<file path="src/rtl/ram_loader_pkg.sv">
// Shared definitions for the instruction RAM loader.
// Contents: loader FSM state enum, word/RAM geometry constants and the
// big-endian byte-lane select used when serialising a 32-bit word.
package ram_loader_pkg;

    localparam int unsigned BYTES_PER_WORD = 4;
    localparam int unsigned RAM_BYTES      = 256;

    typedef enum logic [2:0] {
        StIdle     = 3'd0,
        StWaitWord = 3'd1,
        StWrite    = 3'd2,
        StDone     = 3'd3,
        StVerify   = 3'd4
    } loader_state_e;

    // Byte index 0 selects the most significant byte (big-endian order).
    function automatic logic [7:0] byte_lane(input logic [31:0] word, input logic [1:0] idx);
        logic [7:0] lane;
        unique case (idx)
            2'd0: lane = word[31:24];
            2'd1: lane = word[23:16];
            2'd2: lane = word[15:8];
            2'd3: lane = word[7:0];
            default: lane = word[31:24];
        endcase
        return lane;
    endfunction

endpackage

</file>
<file path="src/rtl/word_byte_serializer.sv">
// Holds one captured instruction word and walks through its four bytes.
// Ports:
//   clk, rst_n   - clock, asynchronous active-low reset
//   capture      - load word_in, select byte 0
//   advance      - step to the next byte
//   rewind       - reselect byte 0 of the held word (readback pass)
//   word_in      - word presented by the host
//   cur_byte     - registered byte at the current index
//   last_byte    - current index is the final byte of the word
module word_byte_serializer
    import ram_loader_pkg::*;
(
    input  logic        clk,
    input  logic        rst_n,
    input  logic        capture,
    input  logic        advance,
    input  logic        rewind,
    input  logic [31:0] word_in,
    output logic [7:0]  cur_byte,
    output logic        last_byte
);

    logic [31:0] word_q, word_d;
    logic [1:0]  idx_q, idx_d;
    logic [7:0]  byte_q, byte_d;

    always_comb begin
        word_d = word_q;
        idx_d  = idx_q;
        byte_d = byte_q;
        if (capture) begin
            word_d = word_in;
            idx_d  = 2'd0;
            byte_d = byte_lane(word_in, 2'd0);
        end else if (rewind) begin
            idx_d  = 2'd0;
            byte_d = byte_lane(word_q, 2'd0);
        end else if (advance) begin
            idx_d  = idx_q + 2'd1;
            byte_d = byte_lane(word_q, idx_q + 2'd1);
        end
    end

    always_ff @(posedge clk or negedge rst_n) begin
        if (!rst_n) begin
            word_q <= '0;
            idx_q  <= '0;
            byte_q <= '0;
        end else begin
            word_q <= word_d;
            idx_q  <= idx_d;
            byte_q <= byte_d;
        end
    end

    assign cur_byte  = byte_q;
    assign last_byte = (idx_q == 2'(BYTES_PER_WORD - 1));

endmodule

</file>
<file path="src/rtl/inst_ram_loader.sv">
// Write-side loader for the byte-addressable 256x8 instruction RAM.
// Takes 32-bit words from a host over WordValid/WordReady and writes each
// one big-endian as four consecutive byte writes starting at BaseAddr.
// Ports:
//   clk, Reset             - clock, asynchronous active-low reset
//   Start, BaseAddr,
//   WordCount              - launch a load (sampled in idle only)
//   WordIn, WordValid,
//   WordReady              - host word handshake
//   MemAddr, MemData,
//   MemWE                  - RAM write port
//   Busy, Done, Wrap       - status (Wrap sticky per load)
// Optional build macro READBACK_VERIFY_EN adds MemDataIn/Mismatch and a
// four-cycle readback pass after every word.
module inst_ram_loader
    import ram_loader_pkg::*;
#(
    parameter int unsigned ADDR_W = 8,
    parameter int unsigned CNT_W  = 7
) (
    input  logic              clk,
    input  logic              Reset,
    input  logic              Start,
    input  logic [ADDR_W-1:0] BaseAddr,
    input  logic [CNT_W-1:0]  WordCount,
    input  logic [31:0]       WordIn,
    input  logic              WordValid,
    output logic              WordReady,
    output logic [ADDR_W-1:0] MemAddr,
    output logic [7:0]        MemData,
    output logic              MemWE,
    output logic              Busy,
    output logic              Done,
`ifdef READBACK_VERIFY_EN
    input  logic [7:0]        MemDataIn,
    output logic              Mismatch,
`endif
    output logic              Wrap
);

    loader_state_e     state_q, state_d;
    logic [ADDR_W-1:0] addr_q, addr_d;
    logic [ADDR_W-1:0] mem_addr_q, mem_addr_d;
    logic [CNT_W-1:0]  remaining_q, remaining_d;
    logic              mem_we_q, mem_we_d;
    logic              done_q, done_d;
    logic              wrap_q, wrap_d;

    logic       ser_capture, ser_advance, ser_rewind;
    logic       ser_last;
    logic [7:0] ser_byte;
    logic       issue_byte;
    logic       finish_word;

`ifdef READBACK_VERIFY_EN
    logic mismatch_q, mismatch_d;
`endif

    word_byte_serializer u_serializer (
        .clk       (clk),
        .rst_n     (Reset),
        .capture   (ser_capture),
        .advance   (ser_advance),
        .rewind    (ser_rewind),
        .word_in   (WordIn),
        .cur_byte  (ser_byte),
        .last_byte (ser_last)
    );

    always_comb begin
        state_d     = state_q;
        addr_d      = addr_q;
        mem_addr_d  = mem_addr_q;
        remaining_d = remaining_q;
        mem_we_d    = 1'b0;
        wrap_d      = wrap_q;
        ser_capture = 1'b0;
        ser_advance = 1'b0;
        ser_rewind  = 1'b0;
        issue_byte  = 1'b0;
        finish_word = 1'b0;
`ifdef READBACK_VERIFY_EN
        mismatch_d  = mismatch_q;
`endif

        unique case (state_q)
            StIdle: begin
                if (Start) begin
                    addr_d      = BaseAddr;
                    remaining_d = WordCount;
                    wrap_d      = 1'b0;
`ifdef READBACK_VERIFY_EN
                    mismatch_d  = 1'b0;
`endif
                    state_d     = (WordCount == '0) ? StDone : StWaitWord;
                end
            end
            StWaitWord: begin
                // WordReady is high throughout this state.
                if (WordValid) begin
                    ser_capture = 1'b1;
                    issue_byte  = 1'b1;
                    state_d     = StWrite;
                end
            end
            StWrite: begin
                if (ser_last) begin
`ifdef READBACK_VERIFY_EN
                    // Re-address the word just written; addr_q is already past it.
                    ser_rewind = 1'b1;
                    mem_addr_d = addr_q - ADDR_W'(BYTES_PER_WORD);
                    state_d    = StVerify;
`else
                    finish_word = 1'b1;
`endif
                end else begin
                    ser_advance = 1'b1;
                    issue_byte  = 1'b1;
                end
            end
`ifdef READBACK_VERIFY_EN
            StVerify: begin
                // MemData shows the expected byte while MemAddr points at it.
                if (MemDataIn != ser_byte) begin
                    mismatch_d = 1'b1;
                end
                if (ser_last) begin
                    finish_word = 1'b1;
                end else begin
                    ser_advance = 1'b1;
                    mem_addr_d  = mem_addr_q + ADDR_W'(1);
                end
            end
`endif
            StDone: begin
                state_d = StIdle;
            end
            default: begin
                state_d = StIdle;
            end
        endcase

        // Launch one byte write next cycle at the current address counter.
        if (issue_byte) begin
            mem_we_d   = 1'b1;
            mem_addr_d = addr_q;
            addr_d     = addr_q + ADDR_W'(1);
            if (addr_q == ADDR_W'(RAM_BYTES - 1)) begin
                wrap_d = 1'b1;
            end
        end

        if (finish_word) begin
            remaining_d = remaining_q - CNT_W'(1);
            state_d     = (remaining_q == CNT_W'(1)) ? StDone : StWaitWord;
        end
    end

    assign done_d = (state_d == StDone);

    always_ff @(posedge clk or negedge Reset) begin
        if (!Reset) begin
            state_q     <= StIdle;
            addr_q      <= '0;
            mem_addr_q  <= '0;
            remaining_q <= '0;
            mem_we_q    <= 1'b0;
            done_q      <= 1'b0;
            wrap_q      <= 1'b0;
        end else begin
            state_q     <= state_d;
            addr_q      <= addr_d;
            mem_addr_q  <= mem_addr_d;
            remaining_q <= remaining_d;
            mem_we_q    <= mem_we_d;
            done_q      <= done_d;
            wrap_q      <= wrap_d;
        end
    end

`ifdef READBACK_VERIFY_EN
    always_ff @(posedge clk or negedge Reset) begin
        if (!Reset) begin
            mismatch_q <= 1'b0;
        end else begin
            mismatch_q <= mismatch_d;
        end
    end

    assign Mismatch = mismatch_q;
`endif

    assign WordReady = (state_q == StWaitWord);
    assign Busy      = (state_q != StIdle);
    assign MemAddr   = mem_addr_q;
    assign MemData   = ser_byte;
    assign MemWE     = mem_we_q;
    assign Done      = done_q;
    assign Wrap      = wrap_q;

endmodule

</file>
<file path="config.mk">
export PLATFORM = sky130hd
export DESIGN_NAME = inst_ram_loader
export DESIGN_NICKNAME = d
export VERILOG_FILES = /design/src/rtl/ram_loader_pkg.sv /design/src/rtl/word_byte_serializer.sv /design/src/rtl/inst_ram_loader.sv
export SDC_FILE = /design/constraint.sdc
export NUM_CORES = 1
export LEC_CHECK = 0
export CORE_AREA = 3 3 83 85
export DETAILED_ROUTE_END_ITERATION = 12
export DIE_AREA = 0 0 86 88
export GPL_ROUTABILITY_DRIVEN = 0
export MAX_ROUTING_LAYER = met4
export PLACE_DENSITY = 0.81
export SYNTH_ARGS = -nofsm -noshare
export SYNTH_HDL_FRONTEND = slang
export SYNTH_SLANG_ARGS = --single-unit
export TNS_END_PERCENT = 1
</file>
<file path="constraint.sdc">
create_clock -name clk -period 4.4 [get_ports clk]
set_clock_uncertainty 0.2 [all_clocks]
set_input_delay 0.66 -clock clk [delete_from_list [all_inputs] [get_ports clk]]
set_output_delay 0.66 -clock clk [all_outputs]
set_load 0.01 [all_outputs]
</file>
Word-level counts from Yosys, hierarchy flattened
Index checks and enable logic that the tools add are counted.
{ "totals": {"regBits": 71, "elab_cells": 62} }
{ "classes": {"n_addsub": 3, "n_eq_ne": 9, "mux": 29, "reduce_logical": 11} }
{ "ops": {"columns": ["cell", "n"], "rows": [
  ["8-bit 2-to-1 mux", 5],
  ["8-bit one-hot mux with 4 select lines", 1],
  ["7-bit 2-to-1 mux", 3],
  ["1-bit 2-to-1 mux", 11],
  ["2-bit nonzero test", 5],
  ["3-bit 2-to-1 mux", 3],
  ["3-bit one-hot mux with 3 select lines", 1],
  ["8-bit by 1-bit adder with 8-bit output, second input constant", 1],
  ["8-bit equality test, second input constant", 1],
  ["2-bit 2-to-1 mux", 4],
  ["7-bit by 1-bit equality test with 1-bit output, second input constant", 1],
  ["7-bit zero test", 1],
  ["7-bit by 1-bit subtractor with 7-bit output, second input constant", 1],
  ["2-bit equality test, second input constant", 3],
  ["3-bit by 2-bit equality test with 1-bit output, second input constant", 2],
  ["2-bit AND reduction", 2],
  ["3-bit by 1-bit equality test with 1-bit output, second input constant", 1],
  ["3-bit zero test", 1],
  ["3-bit nonzero test", 1],
  ["2-bit by 1-bit adder with 2-bit output, second input constant", 1],
  ["2-bit by 1-bit equality test with 1-bit output, second input constant", 1],
  ["2-bit zero test", 1],
  ["1-bit one-hot mux with 2 select lines", 1]
]} }

Logic depth before layout (Yosys ltp)
Gate-level depths: netlist of run 1.
{ "logic_depth": {"depth_word": 6, "mapped_depth": 9, "mapped_depth_nobuf": 6} }

Hierarchy
Synthesis of run 1 repeated with hierarchy kept, for this count alone.
{ "unflattened": {"cells_unflattened": 306, "area_unflattened_um2": 3388.2} }
{ "by_module_without_submodules": {"columns": ["module", "instances", "cells_per_inst", "area_per_inst_um2", "seq_area_each_um2"], "rows": [
  ["word_byte_serializer", 1, 156, 1910.6, 1051.0],
  ["inst_ram_loader", 1, 150, 1477.7, 725.7]
]} }

Worst setup path before layout of run 1
No wires, ideal clock.
{ "synth_path": {"kind": "register to register", "start": "register u_serializer.idx_q[0]", "end": "register addr_q[2]", "setup_time_ns": 0.126, "arrival_ns": 1.616, "required_ns": 4.074, "slack_ns": 2.458, "stages_incl_launch_ff": 6, "n_path_buf": 0, "path_cell_list": "dfrtp_1 ha_1 nor4b_4 nor3_2 o21bai_1 a221o_1"} }
{ "synth_between": {"elab_chain_len": 5, "word_cells_on_any_way": 7, "classes_between": "eq/ne (1); mux (3); reduce/logical (3)"} }
{ "synth_lines": {"columns": ["item", "line", "source"], "rows": [
  ["from (decl)", "word_byte_serializer.sv:24", "logic [1:0] idx_q, idx_d;"],
  ["from (signal assigned)", "word_byte_serializer.sv:51", "idx_q <= idx_d;"],
  ["2-bit equality test *", "word_byte_serializer.sv:57", "assign last_byte = (idx_q == 2'(BYTES_PER_WORD - 1));"],
  ["1-bit 2-to-1 mux *", "inst_ram_loader.sv:107", "if (ser_last) begin"],
  ["1-bit one-hot mux with 2 select lines *", "inst_ram_loader.sv:86", "unique case (state_q)"],
  ["2-bit nonzero test (no line)", null, null],
  ["2-bit AND reduction (no line)", null, null],
  ["to (signal assigned)", "inst_ram_loader.sv:172", "addr_q <= addr_d;"],
  ["to (decl)", "inst_ram_loader.sv:42", "logic [ADDR_W-1:0] addr_q, addr_d;"]
]} }
Mark *: on every way between the ends. The rest lies on a longest branch, timed or not.
A chain may end at the register's enable or synchronous reset.

Final worst setup path of run 1
{ "layout_path": {"start": "register state_q[0]", "end": "output port WordReady"} }
{ "layout_between": {"elab_chain_len": 1} }
{ "layout_lines": {"columns": ["item", "line", "source"], "rows": [
  ["from (decl)", "inst_ram_loader.sv:41", "loader_state_e state_q, state_d;"],
  ["from (signal assigned)", "inst_ram_loader.sv:163", "state_q <= StIdle;"],
  ["from (signal assigned)", "inst_ram_loader.sv:171", "state_q <= state_d;"],
  ["3-bit by 1-bit equality test with 1-bit output", "inst_ram_loader.sv:193", "assign WordReady = (state_q == StWaitWord);"],
  ["to (decl)", "inst_ram_loader.sv:28", "output logic WordReady,"]
]} }
Every way passes these cells.

==> results of run 1 <==
[power by group]
group | switching, uW | leakage, uW | internal (uW)
Clock | 253 | 0.000105 | 315
Combinational | 409 | 0.00101 | 407
Sequential | 211 | 0.000882 | 919
[state kept, by name, summed over array words and instances (netlist names)]
name                   count
u_serializer.idx_q         2
remaining_q                7
addr_q                     8
Done                       1
u_serializer.word_q       32
Wrap                       1
u_serializer.cur_byte      8
MemWE                      1
MemAddr                    8
state_q                    3
[per-stage QoR]
step                setup WS, ps  hold slack (ps)  instance area (um2)
floorplan                   2458            164.4                 3397
global placement            1690            257.1                 4094
detailed placement          1643            263.0                 4094
CTS                         1719            173.1                 4304
global route                1639            188.7                 4304
finish                      1728            155.1                 4304
[layout make-up]
type | instances | area [um2] | share of cell area, %
Sequential cell | 71 | 1777 | 41.28
Inverter | 11 | 41.29 | 0.9593
Clock inverter | 6 | 86.33 | 2.006
Clock buffer | 9 | 123.9 | 2.878
Timing Repair Buffer | 75 | 735.7 | 17.09
Tap cell | 77 | 96.34 | 2.238
Multi-Input combinational cell | 265 | 1444 | 33.55
[worst max-delay path by stage]
stage	startpoint	to	slack, ps	depth (start not counted)
finish	state_q[0]$_DFF_PN0_	WordReady	1730	2
global route	state_q[0]$_DFF_PN0_	WordReady	1640	2
CTS	state_q[0]$_DFF_PN0_	WordReady	1720	2
floorplan	u_serializer.idx_q[0]$_DFFE_PN0P_	addr_q[2]$_DFFE_PN0P_	2460	5
global placement	WordValid	addr_q[6]$_DFFE_PN0P_	1690	6
detailed placement	WordValid	addr_q[7]$_DFFE_PN0P_	1640	6
[worst register-to-register path, cell delays in order (launching register included)]
cell and delay, ps:
dfrtp_1 440, ha_1 290, nor4b_4 470, nor2_4 170, inv_2 410, nand3_4 130
o221ai_1 200
[kinds of logic (layout without fill, tap and decap cells)]
kind of cell	count (synthesis)	count (layout)	share of synthesized area, %
adders and majority gates	8	8	2.947
other	1	1	0.1104
AOI/OAI and AO/OA	60	60	12.56
xor gates and xnor gates	1	1	0.2579
buffers and inverters	34	101	5.193
DFF	71	71	52.30
muxes	1	1	0.2947
and+or+nand+nor	194	194	26.33
[per-layer routing]
layer	GRT usage, %	part of all wire [%]
met1	29.18	43
met2	35.67	49
met3	6.773	6.6
met4	8.201	1.3
met5	-	0
[cell usage in the layout (no fill, tap or decap), drive strengths merged, types with 7 or more instances in the layout]
| master | n |
|---|---|
| ha | 8 |
| nand3 | 7 |
| a31oi | 9 |
| inv | 11 |
| o21ai | 15 |
| nand2 | 150 |
| clkbuf | 9 |
| dfrtp | 71 |
| clkdlybuf4s50 | 70 |
| a222oi | 8 |
| nor2 | 13 |
==> flow_metrics.py, run 1 <==
metrics = {
    "finish": {
        "nNetsFinal": 492,
        "instances_no_fill": 514,
        "final_util_pct": 68.57,
        "nFillCells": 493,
        "drive_above_1_share_pct": 7.094,
        "areaGrowthSynthToFinish_pct": 26.70,
        "n_antenna_cell": 0,
    },
    "sta": {
        "setup_viol": 0,
        "worstMarginPinSlew_ps": 725.1,
        "min_period_ps": 2672,
        "post-route-period-util_pct": 60.73,
        "hold_viol_final": 0,
        "drv_slew": 0,
        "max_freq_mhz": 374.3,
        "final.setup.tns_ps": 0,
        "rsz0062_at_grt": "false",
        "slew_headroom_pct": 51.66,
    },
    "yosys": {
        "synth_cell_types": 51,
        "postSynthCellCount": 370,
        "synth_top_area_share_pct": 52.30,
        "syn_avg_cell_area_um2": 9.181,
        "postSynthNetCount": 429,
        "synthTopCellsByArea": "dfrtp_1 52%, nand2_1 17%, ha_1 2.9%, a222oi_1 2.4%, o21ai_0 2.1%",
        "ys_seq_area_share_pct": 52.30,
        "yosysWarnings": 0,
        "synth-async-reset-ratio_pct": 100.0,
        "synth_common_cells": "150 x nand2_1, 71 x dfrtp_1, 14 x o21ai_0",
        "synthesis.area_um2": 3397,
        "synth-edff-count": 0,
        "synth.most_common_cell": "nand2_1",
        "ys_ff_latch": 71,
        "synth_top_area_cell": "dfrtp_1",
        "ys.flop_type": "dfrtp_1",
    },
    "setup_path": {
        "reg2regPathDepth": 6,
        "cpMaxStageDelayCell": "clkdlybuf4s50_1",
        "critPathArrivalTime_ps": 1810,
        "worstSetupEndpointType": "primary output",
        "rr_endpoint": "addr_q[4]$_DFFE_PN0P_",
        "worstSetupStartpointType": "register",
        "crit_family": "buffers and inverters",
        "slowest_delay_ps": 590,
        "critical_path_class": "reg -> out",
        "r2r_setup_slack_ps": 2020,
        "cp_cell_sequence": "nor3b_1, clkdlybuf4s50_1",
        "crit_buf_inv": 1,
        "cp.required_ps": 3540,
        "crit_fanout": 11,
        "r2r_start": "u_serializer.idx_q[0]$_DFFE_PN0P_",
    },
    "cts": {
        "cts_tree": "yes",
        "clock_latency_ps": 360,
        "cts.repair.resized": 0,
        "hold_buffers": 0,
        "path_clk_slew_ps": 70,
        "cts_root_buf": "clkbuf_8",
        "cts.sinks": 71,
        "clk_path_buf_depth": 2,
        "cts_made_buffers": 9,
        "cts_setup_buffers": 0,
        "htreeDepth": 3,
    },
    "floorplan": {
        "die_w_um": 86,
        "rows": 29,
        "die_h_um": 88,
        "initial_core_util_pct": 54.12,
        "dieArea_um2": 7568,
        "core_area_um2": 6277,
        "pin_count": 72,
    },
    "drt": {
        "routedWlPerCell_um": 15.33,
        "viasPerCell": 5.576,
        "drtPass1Iterations": 5,
        "wl_um": 7881,
        "postRouteAntennaNets": 0,
        "vias": 2866,
        "first_iter_violations": 201,
        "drc": 0,
    },
    "placement": {
        "dp_hpwl_um": 5494,
        "dpl.cell_count": 499,
        "port_buffers": 71,
    },
    "power_and_ir_drop": {
        "ir_worst_vdd_v": 0.0003196,
        "p_leak_uw": 0.002002,
        "p_total_uw": 2514,
        "power_density_nw_per_um2": 584.0,
    },
    "grt": {
        "grt_pass1_wl_um": 13080,
        "grt-ovfl-total": 0,
        "grt_pass1_vias": 2735,
        "antenna_found_initial": 0,
        "grt_use_total_pct": 23.14,
        "grt_max_degree": 42,
    },
    "job": {
        "maxCapViolations": 0,
    },
    "outcome": {
        "run_status": "finished clean",
    },
    "min_path": {
        "hold_class": "in -> async",
    },
}
No activity file was read; power rests on OpenSTA's default activity.
==> run 2, diff against run 1 <==
CORE_AREA = 3 3 90 92   (was 3 3 83 85)
DIE_AREA = 0 0 93 95   (was 0 0 86 88)
PLACE_DENSITY = 0.72   (was 0.81)
clock period = 2.2 ns   (was 4.4 ns; I/O delays follow)
==> run 2 against run 1 <==
  * Total power is 91% higher
  * Via count fell by 1.7%
  * Sequential cell count is the same
  * Global-route usage down 3.8 points
  * Combinational power rose by 110%
  * Non-clock buffer count increased by 14
  * Count of clock-buffer cells in the layout grew 2
  * Cell area grew 3.0%
  * Cell count rose by 7.0%
  * Clock power grew 56%
  * Sequential power rose by 96%
  * Largest cell class unchanged
==> flow_metrics.py, run 2 (synthesis results as in run 1) <==
metrics = {
    "setup_path": {
        "cp-endpoint": "addr_q[3]$_DFFE_PN0P_",
        "crit_family": "simple AND/OR/NAND/NOR gates",
        "critical_path_class": "reg -> reg",
        "reg2regPathDepth": 5,
        "worstSetupEndpointType": "register",
        "crit_buf_inv": 1,
        "worstSetupStartpointType": "register",
        "path_depth": 5,
        "rr_endpoint": "addr_q[3]$_DFFE_PN0P_",
        "slowest_delay_ps": 420,
        "r2r_setup_slack_ps": 130,
        "cp.required_ps": 2210,
        "cpMaxStageDelayCell": "dfrtp_1",
        "r2r_start": "u_serializer.idx_q[1]$_DFFE_PN0P_",
        "crit_fanout": 16,
        "critPathArrivalTime_ps": 2080,
        "cp_cell_sequence": "ha_1, nor4b_4, nor2_4, buf_4, o311ai_0",
        "crit_path_start": "u_serializer.idx_q[1]$_DFFE_PN0P_",
    },
    "finish": {
        "final_cell_mix": "150 x nand2_1, 68 x dfrtp_1, 68 x clkdlybuf4s50_1, 15 x buf_4, 14 x o21ai_0",
        "areaGrowthSynthToFinish_pct": 30.46,
        "top_register": "u_serializer.word_q",
        "largest_register_ffs": 32,
        "layout_commonest_cell": "nand2_1",
        "nFillCells": 649,
        "instances_no_fill": 550,
        "nNetsFinal": 506,
        "n_antenna_cell": 0,
        "drive_above_1_share_pct": 10.42,
    },
    "floorplan": {
        "dieArea_um2": 8835,
        "rows": 31,
        "initial_core_util_pct": 46.59,
        "pin_count": 72,
        "die_h_um": 95,
        "core_area_um2": 7292,
        "die_w_um": 93,
    },
    "grt": {
        "grt_pass1_vias": 2832,
        "grt_max_degree": 41,
        "grt_use_total_pct": 19.39,
        "grt-ovfl-total": 0,
        "grt_pass1_wl_um": 13190,
        "antenna_found_initial": 0,
    },
    "sta": {
        "drv_slew": 0,
        "post-route-period-util_pct": 93.99,
        "setup_viol": 0,
        "final.setup.tns_ps": 0,
        "hold_viol_final": 0,
        "max_freq_mhz": 483.6,
        "min_period_ps": 2068,
        "rsz0062_at_grt": "false",
    },
    "drt": {
        "drc": 0,
        "viasPerCell": 5.120,
        "routedWlPerCell_um": 14.00,
        "vias": 2816,
        "postRouteAntennaNets": 0,
        "first_iter_violations": 138,
        "drtPass1Iterations": 5,
        "wl_um": 7702,
    },
    "cts": {
        "path_clk_slew_ps": 70,
        "clock_latency_ps": 340,
        "cts.sinks": 71,
        "htreeDepth": 3,
        "clk_path_buf_depth": 2,
        "cts_made_buffers": 9,
        "cts_tree": "yes",
        "cts_root_buf": "clkbuf_8",
    },
    "outcome": {
        "run_status": "finished clean",
    },
    "power_and_ir_drop": {
        "power_density_nw_per_um2": 1083,
        "p_leak_uw": 0.002078,
        "ir_worst_vdd_v": 0.0005778,
    },
    "min_path": {
        "hold_class": "reg -> reg",
        "whs_path_depth": 2,
    },
    "placement": {
        "port_buffers": 71,
        "dpl.cell_count": 530,
        "dp_hpwl_um": 5540,
    },
    "job": {
        "maxCapViolations": 0,
    },
}
run 2: final cells by class:
type,instances,area (um2),area share [%]
Sequential cell,71,1780,40.18
Clock buffer,11,141.4,3.190
Clock inverter,4,22.52,0.5082
Tap cell,99,123.9,2.795
Timing Repair Buffer,89,873.3,19.71
Multi-Input combinational cell,265,1449,32.69
Inverter,11,41.29,0.9317
run 2: how the worst min path moves through the flow:
| stage | to | slack (ps) | from |
|---|---|---|---|
| final | MemAddr[2]$_DFFE_PN0N_ | 270 | MemAddr[2]$_DFFE_PN0N_ |
| after global routing | u_serializer.word_q[14]$_DFFE_PN0P_ | 290 | WordIn[14] |
| after CTS | u_serializer.word_q[24]$_DFFE_PN0P_ | 280 | u_serializer.word_q[24]$_DFFE_PN0P_ |
| after detailed placement | remaining_q[0]$_DFFE_PN0P_ | 210 | Reset |
| after global placement | remaining_q[0]$_DFFE_PN0P_ | 190 | Reset |
| after floorplan | Done$_DFF_PN0_ | -170 | Reset |
run 2: worst reg2reg max path: stages, from the launching register on:
cell	delay (ps)
dfrtp_1	420
ha_1	270
nor4b_4	400
nor2_4	80
buf_4	200
o311ai_0	380
run 2: per-stage QoR:
stage	setup slack (ps)	cell area [um2]	util [%]	total power [uW]	hold slack [ps]
4_1_cts	15.41	4427	60.71	4847	280.2
2_1_floorplan	258.3	3397	-	3189	-165.6
5_1_grt	24.86	4432	60.78	5189	294.0
6_report	132.3	4432	60.78	4798	274.6
3_5_place_dp	97.44	4214	57.79	3928	205.8
3_3_place_gp	145.5	4214	57.79	3850	192.3
run 2: layer usage:
metal / vias to the layer above / routed length (um) / track usage, %
li1: 1406 / - / -
met4: 0 / 116 / 5.861
met5: - / 0 / -
met3: 15 / 449 / 5.418
met2: 74 / 3665 / 30.83
met1: 1321 / 3470 / 24.28
run 2: power by group:
part           leakage [uW]  switching, uW  internal [uW]
logic               0.00112            839            859
registers          0.000878            372           1840
clock network     0.0000850            459            428
total               0.00208           1670           3130
run 2: timing repair:
action | in CTS | in global routing
hold buffers | 1 | 0
gates resized for setup | 4 | 2
endpoints found under the setup margin | 2 | 2
hold endpoints to repair | 71 | 0
buffers inserted | 4 | 0
==> run 3, diff against run 2 <==
SETUP_SLACK_MARGIN = 0.02   (was not set)
SLEW_MARGIN = 10   (was not set)
==> run 3 against run 2 <==
  * Count of clock-buffer cells in the layout did not move
  * Sequential cell count unchanged
  * Core utilization about the same
  * Combinational power hardly changed
  * Die area unchanged
  * First-iteration DRC count fell by 1.4%
  * Non-clock buffer count increased by 1
  * Highest routed layer unchanged
  * Largest power group unchanged
  * Largest cell class unchanged
==> flow_metrics.py, run 3 (synthesis results as in run 1) <==
metrics = {
    "cts": {
        "cts_root_buf": "clkbuf_8",
        "path_clk_slew_ps": 70,
        "cts.sinks": 71,
        "htreeDepth": 3,
        "cts_tree": "yes",
        "clk_path_buf_depth": 2,
        "clock_latency_ps": 340,
        "cts_made_buffers": 9,
    },
    "setup_path": {
        "critPathArrivalTime_ps": 1600,
        "crit_fanout": 4,
        "cpMaxStageDelayCell": "clkdlybuf4s50_1",
        "critical_path_class": "reg -> out",
        "slowest_delay_ps": 480,
        "worstSetupStartpointType": "register",
        "cp.required_ps": 1670,
        "worstSetupEndpointType": "primary output",
        "cp_cell_sequence": "or3_1, clkdlybuf4s50_1",
    },
    "grt": {
        "grt-ovfl-total": 0,
        "grt_max_degree": 41,
        "antenna_found_initial": 0,
        "grt_pass1_wl_um": 13240,
        "grt_use_total_pct": 19.48,
        "grt_pass1_vias": 2833,
    },
    "floorplan": {
        "core_area_um2": 7292,
        "rows": 31,
        "die_h_um": 95,
        "dieArea_um2": 8835,
        "die_w_um": 93,
        "pin_count": 72,
        "initial_core_util_pct": 46.59,
    },
    "finish": {
        "drive_above_1_share_pct": 10.62,
        "nFillCells": 650,
        "largest_register_ffs": 32,
        "n_antenna_cell": 0,
        "areaGrowthSynthToFinish_pct": 30.53,
        "layout_commonest_cell": "nand2_1",
        "top_register": "u_serializer.word_q",
        "final_cell_mix": "150 x nand2_1, 70 x clkdlybuf4s50_1, 68 x dfrtp_1, 16 x buf_4, 14 x o21ai_0",
        "nNetsFinal": 507,
    },
    "drt": {
        "viasPerCell": 5.142,
        "postRouteAntennaNets": 0,
        "drtPass1Iterations": 5,
        "vias": 2833,
        "wl_um": 7708,
        "routedWlPerCell_um": 13.99,
        "first_iter_violations": 136,
        "drc": 0,
    },
    "sta": {
        "rsz0062_at_grt": "false",
        "timing.hold.ws_ps": 277.0,
        "drv_slew": 0,
        "setup_viol": 0,
        "hold_viol_final": 0,
        "max_freq_mhz": 469.8,
        "min_period_ps": 2129,
        "final.setup.tns_ps": 0,
        "post-route-period-util_pct": 96.75,
    },
    "outcome": {
        "run_status": "finished clean",
    },
    "job": {
        "maxCapViolations": 0,
    },
    "power_and_ir_drop": {
        "ir_worst_vdd_v": 0.0005776,
        "p_leak_uw": 0.002060,
        "power_density_nw_per_um2": 1083,
    },
    "min_path": {
        "hold_class": "reg -> reg",
    },
    "placement": {
        "port_buffers": 71,
        "dp_hpwl_um": 5540,
    },
}
==> run 3: area by class of cell <==
type	count	area (um2)	area share [%]
Clock buffer	11	141.4	3.188
Timing Repair Buffer	90	875.8	19.75
Sequential cell	71	1780	40.15
Multi-Input combinational cell	265	1449	32.67
Tap cell	99	123.9	2.793
Inverter	11	41.29	0.9312
Clock inverter	4	22.52	0.5079
==> run 3: repair_timing <==
item                                   in CTS  in global routing
resized for setup                           4                  0
setup endpoints to repair                   2                  0
endpoints found under the hold margin      71                  0
setup buffers                               5                  0
hold buffers                                1                  0
==> run 3: power by group <==
| part | internal, uW | switching [uW] |
|---|---|---|
| clock | 428 | 458 |
| sequential | 1840 | 372 |
| combinational | 861 | 843 |
==> run 3: path summary, 6_finish.rpt <==
check                                                   from                              endpoint  slack [ps]  cells after the start
setup / recovery                        state_q[0]$_DFF_PN0_                                  Busy          70                      2
hold / removal                        MemAddr[0]$_DFFE_PN0N_                MemAddr[0]$_DFFE_PN0N_         280                      2
setup reg to reg           u_serializer.idx_q[1]$_DFFE_PN0P_                 addr_q[7]$_DFFE_PN0P_         130                      6
hold reg to reg                       MemAddr[0]$_DFFE_PN0N_                MemAddr[0]$_DFFE_PN0N_         280                      2
max in group asynchronous                              Reset  u_serializer.cur_byte[7]$_DFFE_PN0P_        1100                      3
min in group asynchronous                              Reset            remaining_q[0]$_DFFE_PN0P_         360                      3
==> run 3: critical path: cells and delay by family (launching register included) <==
kind          cells  cell delay [ps]
buf+inv           1              480
flops             1              420
simple gates      1              360
==> run 3: metrics by stage <==
| step | instances | util, % | setup slack, ps | total power [uW] | cell area (um2) |
|---|---|---|---|---|---|
| after detailed placement | 530 | 57.79 | 97.44 | 3928 | 4214 |
| after floorplan | 370 | - | 258.3 | 3189 | 3397 |
| after global routing | 551 | 60.81 | 22.26 | 5192 | 4434 |
| after CTS | 551 | 60.81 | 48.56 | 4848 | 4434 |
| after global placement | 530 | 57.79 | 145.5 | 3850 | 4214 |
| final | 551 | 60.81 | 71.40 | 4803 | 4434 |
==> run 3: routing by layer <==
metal / global-route usage [%] / up-vias / wire length, um
li1: - / 1410 / -
met1: 24.33 / 1336 / 3481
met2: 31.07 / 72 / 3654
met3: 5.418 / 15 / 455
met4: 5.861 / 0 / 116
met5: - / - / 0
